**config.mk**
```make
export PLATFORM = sky130hd
export DESIGN_NAME = icache_ctrl_flat
export DESIGN_NICKNAME = d
export VERILOG_FILES = /design/src/rtl/icache_pkg.sv /design/src/rtl/icache_ctrl_if.sv /design/src/rtl/icache_data_array.sv /design/src/rtl/icache_ctrl.sv /design/src/flat_wrapper.sv
export SDC_FILE = /design/constraint.sdc
export NUM_CORES = 2
export LEC_CHECK = 0
export ABC_CLOCK_PERIOD_IN_PS = 5420
export CORE_UTILIZATION = 30
export DETAILED_ROUTE_END_ITERATION = 12
export PLACE_DENSITY_LB_ADDON = 0.3
export SYNTH_ARGS = -nofsm -noshare
export SYNTH_HDL_FRONTEND = slang
export SYNTH_MEMORY_MAX_BITS = 65536
export SYNTH_SLANG_ARGS = --single-unit
```
**constraint.sdc**
```tcl
create_clock -name clk -period 5.42 [get_ports clk]
set_clock_uncertainty 0.05 [all_clocks]
set_input_delay 1.084 -clock clk [delete_from_list [all_inputs] [get_ports clk]]
set_output_delay 1.084 -clock clk [all_outputs]
set_load 0.02 [all_outputs]
```
**src/rtl/icache_pkg.sv**
```systemverilog
// Shared definitions for the direct-mapped instruction cache controller:
// FSM encoding, address field layout and word widths.
package icache_pkg;

  localparam int unsigned AddrW = 16;
  localparam int unsigned WordW = 16;

  // Default geometry: 32 lines x 8 halfwords.
  localparam int unsigned DefLines        = 32;
  localparam int unsigned DefWordsPerLine = 8;
  localparam int unsigned DefOffsetW      = 3;
  localparam int unsigned DefIndexW       = 5;
  localparam int unsigned DefTagW         = 7;

  // Byte bit 0 is dropped; the offset selects a 16-bit word.
  localparam int unsigned OffsetLsb    = 1;
  localparam int unsigned DefIndexLsb  = OffsetLsb + DefOffsetW;
  localparam int unsigned DefTagLsb    = DefIndexLsb + DefIndexW;

  typedef enum logic [1:0] {
    StIdle = 2'd0,
    StReq  = 2'd1,
    StFill = 2'd2,
    StDone = 2'd3
  } icache_state_e;

  function automatic int unsigned index_lsb(input int unsigned off_w);
    return OffsetLsb + off_w;
  endfunction

  function automatic int unsigned tag_lsb(input int unsigned off_w, input int unsigned idx_w);
    return OffsetLsb + off_w + idx_w;
  endfunction

endpackage

```
**src/rtl/icache_ctrl_if.sv**
```systemverilog
// Fetch-side and memory-side signals of the instruction cache.
// The cache uses the slave modport; the fetch stage / memory model use master.
interface icache_ctrl_if;
  logic [15:0] if_addr;
  logic        if_rd_en;
  logic [15:0] if_instr;
  logic        if_stall;
  logic        mem_req;
  logic [15:0] mem_addr;
  logic [15:0] mem_rdata;
  logic        mem_rvalid;

  modport master (
    output if_addr, if_rd_en, mem_rdata, mem_rvalid,
    input  if_instr, if_stall, mem_req, mem_addr
  );

  modport slave (
    input  if_addr, if_rd_en, mem_rdata, mem_rvalid,
    output if_instr, if_stall, mem_req, mem_addr
  );
endinterface

```
**src/rtl/icache_data_array.sv**
```systemverilog
// Cache data storage: LINES x WORDS_PER_LINE halfwords, one synchronous
// write port and one asynchronous (combinational) read port. Not reset.
module icache_data_array
  import icache_pkg::*;
#(
  parameter int unsigned LINES          = DefLines,
  parameter int unsigned WORDS_PER_LINE = DefWordsPerLine
) (
  input  logic                              clk_i,
  input  logic                              we_i,
  input  logic [$clog2(LINES)-1:0]          widx_i,
  input  logic [$clog2(WORDS_PER_LINE)-1:0] woff_i,
  input  logic [WordW-1:0]                  wdata_i,
  input  logic [$clog2(LINES)-1:0]          ridx_i,
  input  logic [$clog2(WORDS_PER_LINE)-1:0] roff_i,
  output logic [WordW-1:0]                  rdata_o
);

  localparam int unsigned Depth = LINES * WORDS_PER_LINE;

  logic [WordW-1:0] mem_q [Depth];

  always_ff @(posedge clk_i) begin
    if (we_i) begin
      mem_q[{widx_i, woff_i}] <= wdata_i;
    end
  end

  assign rdata_o = mem_q[{ridx_i, roff_i}];

endmodule

```
**src/rtl/icache_ctrl.sv**
```systemverilog
// Direct-mapped instruction cache controller with zero-cycle hits and a
// blocking line refill. Optional counters enabled by defining ICACHE_PERF_EN.
module icache_ctrl
  import icache_pkg::*;
#(
  parameter int unsigned LINES          = DefLines,
  parameter int unsigned WORDS_PER_LINE = DefWordsPerLine
) (
  input  logic               clk,
  input  logic               rst,
  icache_ctrl_if.slave       bus
`ifdef ICACHE_PERF_EN
  ,
  output logic [31:0]        perf_hits,
  output logic [31:0]        perf_misses
`endif
);

  localparam int unsigned OffW   = $clog2(WORDS_PER_LINE);
  localparam int unsigned IdxW   = $clog2(LINES);
  localparam int unsigned IdxLsb = index_lsb(OffW);
  localparam int unsigned TagLsb = tag_lsb(OffW, IdxW);
  localparam int unsigned TagW   = AddrW - TagLsb;

  logic [OffW-1:0] req_off;
  logic [IdxW-1:0] req_idx;
  logic [TagW-1:0] req_tag;

  assign req_off = bus.if_addr[OffsetLsb +: OffW];
  assign req_idx = bus.if_addr[IdxLsb +: IdxW];
  assign req_tag = bus.if_addr[TagLsb +: TagW];

  icache_state_e   state_q, state_d;
  logic [OffW-1:0] cnt_q, cnt_d;
  logic [IdxW-1:0] miss_idx_q, miss_idx_d;
  logic [TagW-1:0] miss_tag_q, miss_tag_d;
  logic [LINES-1:0] valid_q, valid_d;
  logic [TagW-1:0] tag_q [LINES];

  logic             lookup_hit;
  logic             idle_hit;
  logic             idle_miss;
  logic             fill_we;
  logic             tag_we;
  logic             mem_req;
  logic             if_stall;
  logic [WordW-1:0] if_instr;
  logic [WordW-1:0] rd_word;

  assign lookup_hit = valid_q[req_idx] && (tag_q[req_idx] == req_tag);
  assign idle_hit   = !rst && (state_q == StIdle) && bus.if_rd_en && lookup_hit;
  assign idle_miss  = !rst && (state_q == StIdle) && bus.if_rd_en && !lookup_hit;

  // FSM state register
  always_ff @(posedge clk or posedge rst) begin
    if (rst) begin
      state_q <= StIdle;
    end else begin
      state_q <= state_d;
    end
  end

  // FSM next state
  always_comb begin
    state_d = state_q;
    unique case (state_q)
      StIdle: if (idle_miss) state_d = StReq;
      StReq:  state_d = StFill;
      StFill: if (bus.mem_rvalid && (cnt_q == OffW'(WORDS_PER_LINE - 1))) state_d = StDone;
      StDone: state_d = StIdle;
      default: state_d = StIdle;
    endcase
  end

  // FSM outputs; reset forces the fetch side quiet even while rd_en is high.
  always_comb begin
    mem_req  = 1'b0;
    if_stall = 1'b0;
    if_instr = '0;
    fill_we  = 1'b0;
    tag_we   = 1'b0;
    unique case (state_q)
      StIdle: begin
        if (bus.if_rd_en) begin
          if (lookup_hit) if_instr = rd_word;
          else            if_stall = 1'b1;
        end
      end
      StReq: begin
        mem_req  = 1'b1;
        if_stall = 1'b1;
      end
      StFill: begin
        if_stall = 1'b1;
        fill_we  = bus.mem_rvalid;
      end
      StDone: begin
        if_stall = 1'b1;
        tag_we   = 1'b1;
      end
      default: ;
    endcase
    if (rst) begin
      mem_req  = 1'b0;
      if_stall = 1'b0;
      if_instr = '0;
      fill_we  = 1'b0;
      tag_we   = 1'b0;
    end
  end

  // Miss bookkeeping, fill counter and valid bits.
  always_comb begin
    cnt_d      = cnt_q;
    miss_idx_d = miss_idx_q;
    miss_tag_d = miss_tag_q;
    valid_d    = valid_q;
    if (idle_miss) begin
      miss_idx_d = req_idx;
      miss_tag_d = req_tag;
    end
    if (fill_we) begin
      cnt_d = cnt_q + OffW'(1);
      // Invalidate on the first word so a partially refilled line never hits.
      if (cnt_q == '0) valid_d[miss_idx_q] = 1'b0;
    end
    if (tag_we) valid_d[miss_idx_q] = 1'b1;
  end

  always_ff @(posedge clk or posedge rst) begin
    if (rst) begin
      cnt_q      <= '0;
      miss_idx_q <= '0;
      miss_tag_q <= '0;
      valid_q    <= '0;
    end else begin
      cnt_q      <= cnt_d;
      miss_idx_q <= miss_idx_d;
      miss_tag_q <= miss_tag_d;
      valid_q    <= valid_d;
    end
  end

  always_ff @(posedge clk) begin
    if (tag_we) tag_q[miss_idx_q] <= miss_tag_q;
  end

  icache_data_array #(
    .LINES          (LINES),
    .WORDS_PER_LINE (WORDS_PER_LINE)
  ) u_data (
    .clk_i   (clk),
    .we_i    (fill_we),
    .widx_i  (miss_idx_q),
    .woff_i  (cnt_q),
    .wdata_i (bus.mem_rdata),
    .ridx_i  (req_idx),
    .roff_i  (req_off),
    .rdata_o (rd_word)
  );

  assign bus.if_instr = if_instr;
  assign bus.if_stall = if_stall;
  assign bus.mem_req  = mem_req;
  // Derived from the latched miss fields, so it holds from REQ through DONE.
  assign bus.mem_addr = {miss_tag_q, miss_idx_q, {IdxLsb{1'b0}}};

`ifdef ICACHE_PERF_EN
  logic [31:0] perf_hits_q, perf_hits_d;
  logic [31:0] perf_misses_q, perf_misses_d;

  always_comb begin
    perf_hits_d   = perf_hits_q;
    perf_misses_d = perf_misses_q;
    if (idle_hit && (perf_hits_q != 32'hFFFF_FFFF))    perf_hits_d   = perf_hits_q + 32'd1;
    if (idle_miss && (perf_misses_q != 32'hFFFF_FFFF)) perf_misses_d = perf_misses_q + 32'd1;
  end

  always_ff @(posedge clk or posedge rst) begin
    if (rst) begin
      perf_hits_q   <= '0;
      perf_misses_q <= '0;
    end else begin
      perf_hits_q   <= perf_hits_d;
      perf_misses_q <= perf_misses_d;
    end
  end

  assign perf_hits   = perf_hits_q;
  assign perf_misses = perf_misses_q;
`else
  logic unused_hit;
  assign unused_hit = idle_hit;
`endif

endmodule

```
**src/flat_wrapper.sv**
```systemverilog
// flat-port wrapper written by rule: the top's interface ports become plain ports
module icache_ctrl_flat import icache_pkg::*;
#(
  parameter int unsigned LINES          = DefLines,
  parameter int unsigned WORDS_PER_LINE = DefWordsPerLine
)
  (clk, rst, bus_if_addr, bus_if_rd_en, bus_mem_rdata, bus_mem_rvalid, bus_if_instr, bus_if_stall, bus_mem_req, bus_mem_addr);
  icache_ctrl_if bus_i ();
  input  logic clk;
  input  logic rst;
  input wire logic [$bits(bus_i.if_addr)-1:0] bus_if_addr;
  input wire logic [$bits(bus_i.if_rd_en)-1:0] bus_if_rd_en;
  input wire logic [$bits(bus_i.mem_rdata)-1:0] bus_mem_rdata;
  input wire logic [$bits(bus_i.mem_rvalid)-1:0] bus_mem_rvalid;
  output wire logic [$bits(bus_i.if_instr)-1:0] bus_if_instr;
  output wire logic [$bits(bus_i.if_stall)-1:0] bus_if_stall;
  output wire logic [$bits(bus_i.mem_req)-1:0] bus_mem_req;
  output wire logic [$bits(bus_i.mem_addr)-1:0] bus_mem_addr;
  assign bus_i.if_addr = bus_if_addr;
  assign bus_i.if_rd_en = bus_if_rd_en;
  assign bus_i.mem_rdata = bus_mem_rdata;
  assign bus_i.mem_rvalid = bus_mem_rvalid;
  assign bus_if_instr = bus_i.if_instr;
  assign bus_if_stall = bus_i.if_stall;
  assign bus_mem_req = bus_i.mem_req;
  assign bus_mem_addr = bus_i.mem_addr;
  icache_ctrl #(.LINES(LINES), .WORDS_PER_LINE(WORDS_PER_LINE)) u_core (.clk(clk), .rst(rst), .bus(bus_i));
endmodule
```
# Word-level counts from Yosys, hierarchy flattened
# Memories as Yosys holds them, arrays and structs flattened.
# Index checks and enable logic that the tools add are counted.
dict set report totals {
  wordCells 61
  memories 2
  in_bits 36
  mem_bits_rw 4320
  regBits 49
}
dict set report classes {
  mux 28
  addsub 1
  eq_ne 7
  bitwise 3
  n_lt_le_gt_ge 3
  reduce_logical 12
}
# name depth width read_ports rd_ports_with_merged_regs wr line
set memory_table {}
lappend memory_table {u_core.u_data.mem_q 256 16 1 0 1 icache_data_array.sv:21} ;# logic [WordW-1:0] mem_q [Depth];
lappend memory_table {u_core.tag_q 32 7 1 0 1 icache_ctrl.sv:38} ;# logic [TagW-1:0] tag_q [LINES];
# op count
set ops {}
lappend ops {{two-way mux 32 bit} 3}
lappend ops {{two-way mux 16 bit} 4}
lappend ops {{bitwise AND 32 bit} 1}
lappend ops {{NOT 32 bit} 1}
lappend ops {{bitwise OR 32 bit} 1}
lappend ops {{two-way mux 1 bit} 15}
lappend ops {{less-than comparator 5 x 6 -> 1 bit (second input constant)} 2}
lappend ops {{one-hot mux 2 bit (4 select lines)} 1}
lappend ops {{equality test 7 bit} 1}
lappend ops {{logical AND 1 bit} 6}
lappend ops {{binary-select mux 1 bit (select 5 bit)} 1}
lappend ops {{demux 1 bit (select 5 bit)} 1}
lappend ops {{>= comparator 5 x 1 -> 1 bit (second input constant)} 1}
lappend ops {{equality test 2 bit (second input constant)} 2}
lappend ops {{two-way mux 2 bit} 2}
lappend ops {{inequality test 2 x 1 -> 1 bit (second input constant)} 2}
lappend ops {{adder 3 x 1 -> 3 bit (second input constant)} 1}
lappend ops {{equality test 3 bit (second input constant)} 1}
lappend ops {{logical NOT 3 bit} 1}
lappend ops {{OR reduction 3 bit} 1}
lappend ops {{equality test 2 x 1 -> 1 bit (second input constant)} 1}
lappend ops {{logical NOT 1 bit} 2}
lappend ops {{logical NOT 2 bit} 1}
lappend ops {{one-hot mux 1 bit (2 select lines)} 1}
lappend ops {{AND reduction 2 bit} 1}

# Longest topological paths before layout
dict set report logic_depth {
  ltp_word 10
  depth_mapped 13
  depth_no_buf 8
}

# Modules after synthesis
# A second synthesis with hierarchy kept.
dict set report hier_totals {
  hier_cells 7983
  area_unflattened_um2 169797.8
}
# module area_each_um2 seq_area_each_um2 n_inst cells_each
set by_module_without_submodules {}
lappend by_module_without_submodules {icache_data_array 158394.4 122998.0 1 7344}
lappend by_module_without_submodules {icache_ctrl 11403.4 7952.6 1 639}

# Worst setup path before layout
# Ideal clock, no wire load.
dict set report synth_path {
  path_type {input to output}
  startpoint {input port bus_if_addr[2]}
  endpoint {output port bus_if_instr[0]}
  stages 9
  path_buffers 4
  slack_ns 0.608
  arrival_ns 3.678
  path_cell_list {clkbuf_1 buf_2 clkbuf_1 buf_1 mux4_2 mux4_2 mux4_2 a22oi_1 a31oi_1}
}
dict set report synth_via {
  elab_chain_len 5
}
# item line
set synth_rtl {}
lappend synth_rtl {{from (decl)} flat_wrapper.sv:11} ;# input wire logic [$bits(bus_i.if_addr)-1:0] bus_if_addr;
lappend synth_rtl {{memory (256 x 16 bit)} -}
lappend synth_rtl {{two-way mux 16 bit} icache_ctrl.sv:85} ;# if (lookup_hit) if_instr = rd_word;
lappend synth_rtl {{two-way mux 16 bit} icache_ctrl.sv:84} ;# if (bus.if_rd_en) begin
lappend synth_rtl {{two-way mux 16 bit} icache_ctrl.sv:82} ;# unique case (state_q)
lappend synth_rtl {{two-way mux 16 bit} icache_ctrl.sv:103} ;# if (rst) begin
lappend synth_rtl {{to (decl)} flat_wrapper.sv:15} ;# output wire logic [$bits(bus_i.if_instr)-1:0] bus_if_instr;
# Every way passes these cells.

# Worst setup path after layout
dict set report layout_path {
  startpoint {input port bus_if_addr[1]}
  endpoint {output port bus_if_instr[5]}
}
# The elaborated chain is that of the path after synthesis.

==> out/qor.log <==
qor: setup_path.worst_path_max_delay_cell sky130_fd_sc_hd__mux4_2
qor: setup_path.timing.critical_path.max_delay_family multiplexers
qor: setup_path.critical_path.reg2reg.endpoint u_core.u_data.mem_q[143][11]$_DFFE_PP_
qor: synth.synth-seq-cells 4369
qor: cts.tritoncts built
qor: setup_path.reg2reg_setup_slack 1.69 ns
qor: sta.tightest_slew 1.19 ns
qor: sta.report.final.slew_viol_count 0
qor: grt.grt_first_pass_wirelength 601000 um
qor: hold_path.timing.hold.worst_path_depth 2
qor: sta.final_period_minus_worst_setup_slack 5.44 ns
qor: setup_path.cp.required 4.29 ns
qor: setup_path.crit_path_start_kind input port
qor: routing.wl_met3 30300 um
qor: placement.hpwl 262000 um
qor: routing.remaining_drc_errors 15
qor: routing.route.top_layer_used met5
qor: synth.postSynthCellCount 6882
qor: grt.number_of_global_route_vias_before_repair 78900
qor: layout.drive_gt1_frac 0.346
qor: hold_path.hp-class reg -> reg
qor: setup_path.cp_cell_sequence buf_16 -> buf_12 -> buf_16 -> buf_4 -> mux4_2 -> mux4_2 -> mux4_2 -> a22oi_2 -> buf_4 -> a31oi_1 -> buf_4 -> buf_4
qor: synth.netlist.top_cell.by_area sky130_fd_sc_hd__edfxtp_1
qor: layout.layout.nets 7757
qor: layout.syn2layout_area_growth 18.0%
qor: die.floorplan.initialDensity 0.301
qor: setup_path.worst_setup_path_end_kind output pin
qor: sta.timing.slew.headroom 0.210
qor: layout.num-fill-cells 50700
qor: cts.holdBufCountCts 0
qor: placement.gpl.final_weighted_congestion 0.804
qor: sta.setup_repair_after_global_routing_missed_its_margin yes
qor: sta.finalHoldViolations 0
qor: synth.ys.flop_type sky130_fd_sc_hd__edfxtp_1
qor: setup_path.regToRegStartpoint u_core.state_q[0]$_DFFE_PP0P_
qor: setup_path.critPathArrivalTime 4.31 ns
qor: placement.placement.io_buffers 64
qor: cts.latest_clock_arrival_within_the_worst_skew_pair 0.93 ns
qor: pwr.fin_total_pwr 0.0728 W
qor: layout.instances_no_fill 15500
qor: die.die-area 0.562 mm2
qor: synth.synthTopCellsByArea sky130_fd_sc_hd__edfxtp_1 77%, sky130_fd_sc_hd__mux4_2 18%, sky130_fd_sc_hd__dfrtp_1 0.73%
qor: sta.setup_viol_count_final 4
qor: cts.cts-root-to-sink-buffers 4
qor: setup_path.critPathMostFrequentCell sky130_fd_sc_hd__buf_4
qor: routing.dr.pass1.iters 10
qor: outcome.failing_checks design-rule violations, negative setup slack
qor: grt.globalRoute.totalOverflow 0
qor: pwr.worst_case_vdd_ir_drop 337 uV
qor: layout.regArea 0.131 mm2
qor: routing.wl_met1 184000 um
qor: die.placeableCoreArea 0.557 mm2
qor: die.die_h 750 um
qor: pwr.power.density_cell_area 368 mW/mm2
qor: die.num_rows 274
qor: synth.synth-warning-count 0
qor: routing.avgRoutedWirePerCell 27.2 um
qor: die.top_level_ports 70
qor: grt.grt_antenna_before_repair 26
qor: routing.drt.antenna.violating_nets 0
qor: outcome.outcome finished with violations
qor: synth.yosysUniqueCellTypes 50
qor: cts.clock_sink_count 4369
qor: setup_path.cp_num_buf_inv 7
qor: grt.grtUsageTotal 0.148
qor: grt.grt_start_max_net_pins 201
qor: routing.drtIter0Drc 8450
qor: hold_path.worst_hold_startpoint u_core.valid_q[27]$_DFF_PP0_
qor: setup_path.ff2ff_path_depth 9
qor: synth.netlist_area_before_placement 0.168 mm2
qor: sta.timing.final.crit_share 1.00
qor: synth.synth-seq-area-share 0.781
qor: setup_path.path_max_fanout 5
qor: sta.layout_setup_ws -0.0232 ns
qor: sta.fin_tns_setup -0.0476 ns
qor: synth.synth_edf_count 4320
qor: pwr.power.leakage 61.2 nW
qor: synth.asyncSetResetFlopFracSynth 0.0112
qor: routing.detailroute.via_count 76600
qor: cts.clkSlewWorstSetupHoldPaths 0.06 ns
qor: layout.combined_area_of_the_multi_input_logic_cells 0.0351 mm2
qor: die.chipWidth 750 um
qor: layout.final_core_utilization 0.355
qor: cts.numCtsBuffers 439
qor: setup_path.path_class in -> out
qor: synth.synth_top_area_share 0.774
qor: routing.viasPerCell 4.93
qor: synth.postSynthAreaPerCell 24.4 um2
qor: hold_path.hold-path-endpoint u_core.valid_q[27]$_DFF_PP0_
qor: sta.fmaxAchievable 184 MHz
qor: setup_path.critical_path_s_largest_stage_delay 0.57 ns
qor: flow_run.maxcap_violations 0
qor: routing.wl 424000 um
qor: cts.cts_root_buffer sky130_fd_sc_hd__clkbuf_16
qor: routing.route.met2.wl 199000 um
qor: placement.placedCellCount 14700
qor: cts.h-tree-depth 5
cell usage in the layout (no fill, tap or decap), drive strengths merged, types with 15 or more instances in the layout:
cell | netlist | routed
a22oi | 62 | 62
a31oi | 17 | 17
buf | 166 | 740
bufinv | 0 | 38
clkbuf | 233 | 553
clkdlybuf4s50 | 0 | 25
clkinv | 0 | 208
clkinvlp | 0 | 15
dfrtp | 49 | 49
diode | 0 | 16
edfxtp | 4320 | 4320
inv | 9 | 20
mux2 | 16 | 16
mux2i | 95 | 95
mux4 | 1360 | 1360
nand2 | 75 | 75
nand3 | 28 | 28
nor2 | 296 | 296
nor2b | 17 | 17
o21ai | 67 | 67
synth_stat cells (2+ instances only):
master                     number
sky130_fd_sc_hd__o21ai_0       67
sky130_fd_sc_hd__buf_1         32
sky130_fd_sc_hd__nor3b_1        2
sky130_fd_sc_hd__nor3_1         4
sky130_fd_sc_hd__o21a_1         2
sky130_fd_sc_hd__buf_6          5
sky130_fd_sc_hd__o31ai_1        2
sky130_fd_sc_hd__a31oi_1       16
sky130_fd_sc_hd__a21oi_1        4
sky130_fd_sc_hd__o211ai_1       5
sky130_fd_sc_hd__nor2b_1       17
sky130_fd_sc_hd__mux4_2      1360
sky130_fd_sc_hd__a21o_1         2
sky130_fd_sc_hd__nand4_1        7
sky130_fd_sc_hd__clkbuf_1     233
sky130_fd_sc_hd__dfrtp_1       49
sky130_fd_sc_hd__nand3b_1       2
sky130_fd_sc_hd__mux2_4        10
sky130_fd_sc_hd__inv_1          9
sky130_fd_sc_hd__nand3_1       28
sky130_fd_sc_hd__a31o_2         2
sky130_fd_sc_hd__buf_4         14
sky130_fd_sc_hd__ha_1          10
sky130_fd_sc_hd__edfxtp_1    4320
sky130_fd_sc_hd__a22oi_1       62
sky130_fd_sc_hd__buf_2        115
sky130_fd_sc_hd__or3_1          3
sky130_fd_sc_hd__nand2_1       75
sky130_fd_sc_hd__mux2_2         6
sky130_fd_sc_hd__nor2_1       295
sky130_fd_sc_hd__mux2i_1       95
sky130_fd_sc_hd__and2_1         4
sky130_fd_sc_hd__xnor2_1        4
sky130_fd_sc_hd__and3_1         4
sky130_fd_sc_hd__a211oi_1       2
worst max path at each step:
| stage | startpoint | to | slack (ns) | cells after the start |
|---|---|---|---|---|
| after floorplan | bus_if_addr[2] | bus_if_instr[0] | 0.61 | 9 |
| after global placement | bus_if_addr[1] | bus_if_instr[10] | -0.12 | 11 |
| after detailed placement | bus_if_addr[1] | bus_if_instr[3] | -0.11 | 11 |
| after CTS | bus_if_addr[1] | bus_if_instr[12] | 0.02 | 12 |
| after global routing | bus_if_addr[1] | bus_if_instr[5] | -0.05 | 12 |
| final | bus_if_addr[1] | bus_if_instr[5] | -0.02 | 12 |
logic make-up (layout without fill, tap and decap cells):
| family | Yosys count | after routing | share of synthesized area |
|---|---|---|---|
| flip-flops | 4369 | 4369 | 0.781 |
| buffers and inverters | 408 | 1602 | 0.0105 |
| XOR/XNOR | 4 | 4 | 0.000209 |
| other | 1 | 20 | 0.0000224 |
| adder cells (fa/ha/maj) | 10 | 10 | 0.000746 |
| AO/OA/AOI/OAI | 171 | 171 | 0.00661 |
| AND/OR/NAND/NOR | 448 | 448 | 0.0111 |
| multiplexers | 1471 | 1471 | 0.190 |
through the flow:
stage,setup slack (ns),hold WS (ns),area (um2)
final,-0.0232,0.459,198000
after global routing,-0.0517,0.474,198000
after CTS,0.0186,0.433,198000
after detailed placement,-0.115,0.450,182000
after global placement,-0.125,0.433,182000
after floorplan,0.608,0.415,168000
registers in the layout, indices dropped and copies added (netlist names):
signal               cells
u_core.valid_q          32
u_core.u_data.mem_q   4096
u_core.cnt_q             3
u_core.miss_tag_q        7
u_core.miss_idx_q        5
u_core.tag_q           224
u_core.state_q           2
per-layer routing:
| metal | up-vias | GRT usage |
|---|---|---|
| met4 | 2 | 0.0365 |
| met1 | 42000 | 0.210 |
| met2 | 2567 | 0.234 |
| li1 | 31400 | - |
| met5 | - | 0 |
| met3 | 548 | 0.0281 |
layout make-up:
type | instances | area share
Clock buffer | 537 | 0.0579
Timing Repair Buffer | 784 | 0.0413
Tap cell | 7452 | 0.0471
Clock inverter | 272 | 0.0138
Antenna cell | 16 | 0.000202
Sequential cell | 4369 | 0.662
Multi-Input combinational cell | 2108 | 0.177
Inverter | 9 | 0.000171
repair_timing:
item	4_1_cts	5_1_grt
resized for setup	59	26
pin swaps	2	0
hold endpoints to repair	0	0
gates cloned	10	2
endpoints found under the setup margin	16	17
setup buffers	27	10
power by group:
part           internal [W]  total (W)  switching [W]
clock                0.0169     0.0299         0.0130
combinational       0.00192    0.00506        0.00314
sequential           0.0376     0.0378       0.000212
worst min-delay path, cell delays in order, from the launching register on:
cell and delay (ns):
sky130_fd_sc_hd__dfrtp_1 0.33, sky130_fd_sc_hd__o21ai_0 0.07, sky130_fd_sc_hd__o21ai_0 0.07
Power figures use the tool's default switching activity.
